### src/rtl/result_bcd_converter_if.sv
// Handshake bundle between the calculator result path and the BCD converter.
//   Start : request conversion of Bin (requester -> converter)
//   Bin   : binary value to convert (requester -> converter)
//   Busy  : conversion in progress (converter -> requester)
//   Valid : Bcd holds a completed result, level (converter -> requester)
//   Bcd   : packed BCD digits, Bcd[3:0] = ones (converter -> requester)
interface result_bcd_converter_if #(
  parameter int WIDTH  = 17,
  parameter int DIGITS = 6
);
  logic                  Start;
  logic [WIDTH-1:0]      Bin;
  logic                  Busy;
  logic                  Valid;
  logic [4*DIGITS-1:0]   Bcd;

  modport master (output Start, Bin, input Busy, Valid, Bcd);
  modport slave  (input Start, Bin, output Busy, Valid, Bcd);
endinterface

### src/rtl/result_bcd_converter.sv
// Sequential double-dabble binary->BCD converter, one input bit per clock.
// A conversion accepted on edge k completes on edge k+WIDTH; the last
// completed result stays on Bcd until the next conversion finishes.
//   Clk   : system clock, rising edge
//   Reset : synchronous, active-high
//   bus   : slave side of result_bcd_converter_if (Start/Bin in,
//           Busy/Valid/Bcd out)

// Per-digit add-3 correction applied before each shift.
module bcd_nibble_adj (
  input  logic [3:0] d,
  output logic [3:0] q
);
  assign q = (d >= 4'd5) ? d + 4'd3 : d;
endmodule

module result_bcd_converter #(
  parameter int WIDTH  = 17,
  parameter int DIGITS = 6
) (
  input  logic                 Clk,
  input  logic                 Reset,
  result_bcd_converter_if.slave bus
);
  localparam int SW = 4 * DIGITS;
  localparam int CW = $clog2(WIDTH + 1);

  typedef enum logic [1:0] {IDLE, SHIFT, DONE} state_t;

  state_t          state, state_nxt;
  logic [SW-1:0]   scr, scr_nxt, scr_adj;
  logic [WIDTH-1:0] sr, sr_nxt;
  logic [CW-1:0]   cnt, cnt_nxt;
  logic [SW-1:0]   bcd_q, bcd_nxt;

  // All digits corrected in parallel; a digit <= 9 never exceeds 15 after
  // +3, so no carry crosses nibble boundaries.
  for (genvar g = 0; g < DIGITS; g++) begin : g_adj
    bcd_nibble_adj u_adj (.d(scr[4*g +: 4]), .q(scr_adj[4*g +: 4]));
  end

  always_ff @(posedge Clk) begin
    if (Reset) begin
      state <= IDLE;
      scr   <= '0;
      sr    <= '0;
      cnt   <= '0;
      bcd_q <= '0;
    end else begin
      state <= state_nxt;
      scr   <= scr_nxt;
      sr    <= sr_nxt;
      cnt   <= cnt_nxt;
      bcd_q <= bcd_nxt;
    end
  end

  always_comb begin
    state_nxt = state;
    scr_nxt   = scr;
    sr_nxt    = sr;
    cnt_nxt   = cnt;
    bcd_nxt   = bcd_q;
    case (state)
      IDLE, DONE: begin
        // Bcd is not touched here so the old result stays visible.
        if (bus.Start) begin
          scr_nxt   = '0;
          sr_nxt    = bus.Bin;
          cnt_nxt   = CW'(WIDTH);
          state_nxt = SHIFT;
        end
      end
      SHIFT: begin
        // Start is deliberately not looked at here.
        {scr_nxt, sr_nxt} = {scr_adj[SW-2:0], sr, 1'b0};
        cnt_nxt = cnt - CW'(1);
        if (cnt == CW'(1)) begin
          bcd_nxt   = scr_nxt;
          state_nxt = DONE;
        end
      end
      default: state_nxt = IDLE;
    endcase
  end

  assign bus.Busy  = (state == SHIFT);
  assign bus.Valid = (state == DONE);
  assign bus.Bcd   = bcd_q;

  // The top scratch bit is dropped by the shift; with 10^DIGITS > 2^WIDTH it
  // can never be set after the adjust.
  a_no_overflow: assert property (@(posedge Clk) disable iff (Reset)
    (state == SHIFT) |-> !scr_adj[SW-1]);
endmodule
### src/flat_wrapper.sv
// flat-port wrapper written by rule: the top's interface ports become plain ports
module result_bcd_converter_flat 
#(
  parameter int WIDTH  = 17,
  parameter int DIGITS = 6
)
  (Clk, Reset, bus_Start, bus_Bin, bus_Busy, bus_Valid, bus_Bcd);
  result_bcd_converter_if #(.WIDTH(WIDTH), .DIGITS(DIGITS)) bus_i ();
  input  logic Clk;
  input  logic Reset;
  input wire logic [$bits(bus_i.Start)-1:0] bus_Start;
  input wire logic [$bits(bus_i.Bin)-1:0] bus_Bin;
  output wire logic [$bits(bus_i.Busy)-1:0] bus_Busy;
  output wire logic [$bits(bus_i.Valid)-1:0] bus_Valid;
  output wire logic [$bits(bus_i.Bcd)-1:0] bus_Bcd;
  assign bus_i.Start = bus_Start;
  assign bus_i.Bin = bus_Bin;
  assign bus_Busy = bus_i.Busy;
  assign bus_Valid = bus_i.Valid;
  assign bus_Bcd = bus_i.Bcd;
  result_bcd_converter #(.WIDTH(WIDTH), .DIGITS(DIGITS)) u_core (.Clk(Clk), .Reset(Reset), .bus(bus_i));
endmodule
### config.mk
export PLATFORM = sky130hd
export DESIGN_NAME = result_bcd_converter_flat
export DESIGN_NICKNAME = d
export VERILOG_FILES = /design/src/rtl/result_bcd_converter_if.sv /design/src/rtl/result_bcd_converter.sv /design/src/flat_wrapper.sv
export SDC_FILE = /design/constraint.sdc
export NUM_CORES = 1
export LEC_CHECK = 0
export BUFFER_PORTS_ARGS = -buffer_cell sky130_fd_sc_hd__buf_4
export CORE_MARGIN = 2
export CORE_UTILIZATION = 40
export DETAILED_ROUTE_END_ITERATION = 8
export HOLD_SLACK_MARGIN = 0.08
export SLEW_MARGIN = 15
export SYNTH_ARGS = -nofsm -noshare
export SYNTH_HDL_FRONTEND = slang
export SYNTH_SLANG_ARGS = --single-unit
### constraint.sdc
create_clock -name Clk -period 5.18 [get_ports Clk]
set_input_delay 0.259 -clock Clk [delete_from_list [all_inputs] [get_ports Clk]]
set_output_delay 0.259 -clock Clk [all_outputs]
set_load 0.01 [all_outputs]
==> results of run 1 <==
==> metrics by stage <==
stage          std cells   util
6_report             507  0.490
5_1_grt              507  0.490
4_1_cts              507  0.489
3_5_place_dp         492  0.468
3_3_place_gp         492  0.468
2_1_floorplan        363      -
==> cells in the final DEF (no fill, tap or decap), drive strengths merged, types with 7 or more instances in the layout <==
master   n
nor3     8
buf     47
a211oi  10
a21oi   45
nor3b   13
a22oi   18
nand2b  19
xnor2    7
nand2   34
nor2    25
clkbuf  15
o22ai   10
nand3    7
ha      14
o21ai   26
inv     16
dfxtp   72
==> cells by family after synthesis <==
group | after synthesis | share of synthesized area
AOI/OAI and AO/OA | 114 | 0.236
xor gates and xnor gates | 8 | 0.0214
adders and majority gates | 14 | 0.0536
buffers and inverters | 36 | 0.0490
DFF | 72 | 0.441
muxes | 8 | 0.0268
and+or+nand+nor | 111 | 0.173
==> metal layers <==
layer  vias up  share of wire  global-route usage
met5         -              0                   0
met2        52           0.44               0.267
li1       1342              -                   -
met1      1245           0.50               0.223
met3        10          0.041              0.0367
met4         0          0.015              0.0652
==> registers in the layout, summed over array words and instances (netlist names) <==
name,count
u_core.bus.Bcd,24
u_core.scr,24
u_core.sr,17
u_core.cnt,5
u_core.state,2
==> final timing paths <==
check,from,endpoint,cells past startpoint
setup reg to reg,u_core.state[1],u_core.sr[2],6
hold reg to reg,u_core.sr[1],u_core.sr[1],2
setup / recovery,u_core.state[1],u_core.sr[2],6
hold / removal,bus_Bin[0],u_core.sr[0],3
==> critical path, cell delays in order, from the launching register on <==
cell      delay, ns
dfxtp_1        0.32
nand2b_1       0.47
inv_1          0.62
nor2_1         0.89
buf_4          0.32
nand2_1        0.07
a21oi_1        0.13
==> power groups by stage <==
stage                     registers [uW]  clock network [uW]  logic, uW
after global placement               599                   0        124
after CTS                            587                 404        126
after floorplan                      600                   0       86.0
final                                587                 394        126
after detailed placement             600                   0        126
after global routing                 590                 433        141
==> final cells by class <==
type / instances / area, sq um / area share
tap: 102 / 128 / 0.0334
sequential: 72 / 1440 / 0.377
multi-input combinational: 255 / 1680 / 0.438
timing repair buffer: 47 / 353 / 0.0923
inverter: 16 / 60.1 / 0.0157
clock buffer: 15 / 166 / 0.0435
==> flow_metrics.env, run 1 <==
export IMPL_syn_inst=363
export IMPL_vias_per_cell=5.22
export IMPL_maxCapViolations=0
export IMPL_clock_sinks=72
export IMPL_syn_nets=397
export IMPL_ioPinCount=46
export IMPL_drive_above_1_share=0.210
export IMPL_p_sw_uw=283
export IMPL_p_seq_frac=0.531
export IMPL_dpl_instance_area_sq_um=3650
export IMPL_synthDistinctLibCells=33
export IMPL_grt_pass1_wl_um=11700
export IMPL_hold_path_class="primary input to flop"
export IMPL_p_sw_frac=0.256
export IMPL_antenna_found_initial=0
export IMPL_setup_ws_ns=2.27
export IMPL_die_area_sq_um=8920
export IMPL_final_area_sq_um=3820
export IMPL_synth_edf_count=0
export IMPL_worstSetupStartpointType="flop"
export IMPL_setup_viol=0
export IMPL_core_sq_um=7810
export IMPL_rsz0062_at_grt="false"
export IMPL_drc=0
export IMPL_postRouteAntennaNets=0
export IMPL_clockBufferDepth=2
export IMPL_power_uw=1110
export IMPL_p_int_uw=824
export IMPL_ys_seq_area_frac=0.441
export IMPL_max_slew_margin=0.322
export IMPL_tns_ns=0
export IMPL_htreeDepth=3
export IMPL_start_util=0.419
export IMPL_peakVddDrop_uv=141
export IMPL_antenna_cells=0
export IMPL_synth_largest_area_cell="dfxtp_1"
export IMPL_worstPathRequired_ns=5.44
export IMPL_rrSetupSlack_ns=2.27
export IMPL_grt_pass1_vias=2464
export IMPL_fill_cells=763
export IMPL_cts_tree="yes"
export IMPL_hold_violations=0
export IMPL_grt_max_degree=61
export IMPL_post_drt_wl_per_cell_um=13.8
export IMPL_portBuffers=45
export IMPL_die_x_um=94.4
export IMPL_yosys_top_cells_area="dfxtp_1 44%, a21oi_1 6.9%, ha_1 5.4%"
export IMPL_die_height_um=94.4
export IMPL_yosys_warnings=0
export IMPL_combPwrFrac=0.113
export IMPL_synth_most_common_cell="dfxtp_1"
export IMPL_syn2layout_area_growth_pct=16.9
export IMPL_layout_min_cycle_time_ns=2.91
export IMPL_avgSynthCellArea_sq_um=9.01
export IMPL_cts_resized=0
export IMPL_cts_hold_buf=0
export IMPL_place_ws_ns=2.30
export IMPL_leakage_uw=0.00138
export IMPL_syn_area_sq_um=3270
export IMPL_clk_pin_slew_worst_paths_ns=0.07
export IMPL_place_congestion=0.727
export IMPL_fin_nets=435
export IMPL_dp_hpwl_um=4560
export IMPL_drtIter0Drc=117
export IMPL_synth_seq_cells=72
export IMPL_timing_max_transition_violations_final=0
export IMPL_yosys_most_used_dff="dfxtp_1"
export IMPL_cts_root_buf="clkbuf_8"
export IMPL_numCtsBuffers=9
export IMPL_ys_async_sr_fraction=0
export IMPL_grt_usage=0.168
export IMPL_skew_ns=0.00557
export IMPL_power_clock_fraction=0.356
export IMPL_cp_max_fo=31
export IMPL_finalCritPeriodShare=0.561
export IMPL_wl_um=6980
export IMPL_worstSetupPathType="flop to flop"
export IMPL_p_per_area_nw_per_um2=289
export IMPL_crit_path_end_kind="flop"
export IMPL_synth_common_cells="72 x dfxtp_1, 45 x a21oi_1, 34 x nand2_1, 26 x o21ai_0, 24 x nor2_1"
export IMPL_cp_arrival_ns=3.17
export IMPL_yosysTopAreaCellShare=0.441
export IMPL_status="finished clean"
export IMPL_grt_overflow=0
export IMPL_fp_row_count=32
export IMPL_postCtsSetupBuffers=0
export IMPL_clkLatencyLatePin_ns=0.34
export IMPL_fmax_mhz=344
export IMPL_whs_ns=0.184
export IMPL_vias=2649
export IMPL_dr_pass1_iters=4
export IMPL_worst_pin_slew_ns=1.02
(Power assumes the default switching activity.)
==> run 2, diff against run 1 <==
--- a/config.mk
+++ b/config.mk
@@ -5,6 +5,7 @@
 export SDC_FILE = /design/constraint.sdc
 export NUM_CORES = 1
 export LEC_CHECK = 0
+export ABC_AREA = 1
 export BUFFER_PORTS_ARGS = -buffer_cell sky130_fd_sc_hd__buf_4
 export CORE_MARGIN = 2
 export CORE_UTILIZATION = 40
==> constraint.sdc (replaced) <==
create_clock -name Clk -period 2.3 [get_ports Clk]
set_input_delay 0.115 -clock Clk [delete_from_list [all_inputs] [get_ports Clk]]
set_output_delay 0.115 -clock Clk [all_outputs]
set_load 0.01 [all_outputs]
==> run 2 against run 1 <==
Net effect:
- wire length is 9.4% higher
- via count is 23% higher
- worst setup slack worse by 1.9 ns
- combinational power grew to 2.8 times the previous value
- non-clock buffer count is 20 higher
- clock skew is 0.00096 ns higher
- die area is 6.7% higher
- critical path depth is 2 lower
- largest power group unchanged
- utilization is 0.18 points higher
- sequential cell count stayed put
==> flow_metrics.env, run 2 <==
export IMPL_place_ws_ns=0.746
export IMPL_tns_ns=0
export IMPL_fp_row_count=34
export IMPL_syn_nets=521
export IMPL_vias=3261
export IMPL_p_per_area_nw_per_um2=643
export IMPL_synth_most_common_cell="nand2_1"
export IMPL_synth_seq_cells=72
export IMPL_yosysTopAreaCellShare=0.412
export IMPL_clock_sinks=72
export IMPL_postRouteAntennaNets=0
export IMPL_fmax_mhz=529
export IMPL_p_sw_uw=719
export IMPL_grt_overflow=0
export IMPL_yosys_top_cells_area="dfxtp_1 41%, nand2_1 17%, a21oi_1 6.3%"
export IMPL_synthDistinctLibCells=25
export IMPL_crit_path_end_kind="output pin"
export IMPL_cp_max_fo=29
export IMPL_ys_async_sr_fraction=0
export IMPL_leakage_uw=0.00181
export IMPL_worst_pin_slew_ns=0.549
export IMPL_core_sq_um=8590
export IMPL_worstSetupPathType="flop to output pin"
export IMPL_max_slew_margin=0.633
export IMPL_yosys_most_used_dff="dfxtp_1"
export IMPL_p_int_uw=2000
export IMPL_start_util=0.407
export IMPL_grt_pass1_vias=3043
export IMPL_wl_um=7630
export IMPL_cts_resized=0
export IMPL_grt_pass1_wl_um=13400
export IMPL_multi_input_area_sq_um=1720
export IMPL_status="finished clean"
export IMPL_power_clock_fraction=0.381
export IMPL_clkLatencyLatePin_ns=0.34
export IMPL_layout_min_cycle_time_ns=1.89
export IMPL_antenna_found_initial=0
export IMPL_dp_hpwl_um=4960
export IMPL_p_seq_frac=0.491
export IMPL_portBuffers=45
export IMPL_cts_root_buf="clkbuf_8"
export IMPL_combPwrFrac=0.128
export IMPL_p_sw_frac=0.265
export IMPL_syn2layout_area_growth_pct=20.7
export IMPL_ff_latch_area_sq_um=1440
export IMPL_ioPinCount=46
export IMPL_die_x_um=97.5
export IMPL_cts_hold_buf=18
export IMPL_clockBufferDepth=2
export IMPL_worstPathRequired_ns=2.18
export IMPL_vias_per_cell=4.96
export IMPL_skew_ns=0.00654
export IMPL_syn_inst=487
export IMPL_synth_common_cells="157 x nand2_1, 72 x dfxtp_1, 44 x a21oi_1, 40 x inv_1, 38 x nor2_1"
export IMPL_dp_cells=624
export IMPL_clk_pin_slew_worst_paths_ns=0.07
export IMPL_peakVddDrop_uv=349
export IMPL_hold_violations=0
export IMPL_cp_arrival_ns=1.78
export IMPL_post_drt_wl_per_cell_um=11.6
export IMPL_maxCapViolations=0
export IMPL_ys_seq_area_frac=0.412
export IMPL_layout_commonest_cell="nand2_1"
export IMPL_setup_ws_ns=0.409
export IMPL_finalCritPeriodShare=0.822
export IMPL_antenna_cells=0
export IMPL_synth_edf_count=0
export IMPL_dr_pass1_iters=4
export IMPL_drive_above_1_share=0.151
export IMPL_synth_largest_area_cell="dfxtp_1"
export IMPL_place_congestion=0.849
export IMPL_worstSetupStartpointType="flop"
export IMPL_fin_nets=579
export IMPL_die_area_sq_um=9510
export IMPL_syn_area_sq_um=3500
export IMPL_avgSynthCellArea_sq_um=7.18
export IMPL_grt_max_degree=42
export IMPL_htreeDepth=3
export IMPL_drtIter0Drc=156
export IMPL_setup_viol=0
export IMPL_die_height_um=97.5
export IMPL_fill_cells=889
export IMPL_hold_path_class="primary input to flop"
export IMPL_yosys_warnings=0
export IMPL_cts_tree="yes"
export IMPL_postCtsSetupBuffers=0
export IMPL_stdcell_count=658
export IMPL_rsz0062_at_grt="false"
export IMPL_timing_max_transition_violations_final=0
export IMPL_grt_usage=0.169
export IMPL_final_cell_mix="157 x nand2_1, 72 x dfxtp_1, 49 x buf_4"
export IMPL_drc=0
export IMPL_numCtsBuffers=9
## run 2: changes by cell type in the layout (fill, tap and decap cells not counted), sizes merged, moves of 16 or more
cell         change
a31oi           +16
a22oi           -18
nand2          +126
nand3           +23
dlygate4sd3     +18
inv             +28
nand2b          -19
## run 2: layout make-up
| cell class | instances | share of cell area |
|---|---|---|
| Clock buffer | 11 | 0.0358 |
| Timing Repair Buffer | 67 | 0.130 |
| Inverter | 45 | 0.0412 |
| Clock inverter | 5 | 0.0130 |
| Multi-Input combinational cell | 350 | 0.407 |
| Sequential cell | 72 | 0.341 |
| Tap cell | 108 | 0.0320 |
## run 2: kinds of logic after synthesis
kind of cell | Yosys count | synth area share
adder cells (fa/ha/maj) | 14 | 0.0501
buffers and inverters | 65 | 0.0966
AND/OR/NAND/NOR | 241 | 0.290
AO/OA/AOI/OAI | 95 | 0.152
flip-flops | 72 | 0.412
## run 2: worst max-delay path, cell delays in order, from the launching register on
cell and delay [ns]:
dfxtp_1 0.43, nand2_4 0.14, inv_2 0.44, buf_4 0.27, buf_4 0.14
## run 2: per-stage QoR
stage | util | total power (uW) | hold WS (ns) | instance area, sq um
2_1_floorplan | - | 1600 | 0.263 | 3500
3_3_place_gp | 0.447 | 1690 | 0.381 | 3840
3_5_place_dp | 0.447 | 1690 | 0.388 | 3840
4_1_cts | 0.492 | 2740 | 0.207 | 4220
5_1_grt | 0.492 | 2850 | 0.210 | 4220
6_report | 0.492 | 2710 | 0.212 | 4220
## run 2: final timing paths
check | startpoint | endpoint | slack [ns] | cells after the start
min | Reset | u_core.scr[19] | 0.21 | 2
min reg2reg | u_core.sr[0] | u_core.sr[0] | 0.46 | 2
max | u_core.state[0] | bus_Busy | 0.41 | 4
max reg2reg | u_core.state[0] | u_core.scr[2] | 0.73 | 5
## run 2: power groups by stage
stage          Combinational (uW)  Sequential, uW  Clock (uW)
6_report                      347            1330        1040
5_1_grt                       394            1340        1110
4_1_cts                       351            1330        1060
3_5_place_dp                  326            1360           0
3_3_place_gp                  325            1360           0
2_1_floorplan                 240            1360           0
## run 2: metal layers
layer / share of wire / up-vias / routed length, um / GRT usage
met4: 0.014 / 0 / 106 / 0.0716
met3: 0.042 / 8 / 323 / 0.0403
met5: 0 / - / 0 / 0
li1: - / 1703 / - / -
met2: 0.48 / 72 / 3650 / 0.284
met1: 0.47 / 1478 / 3550 / 0.207
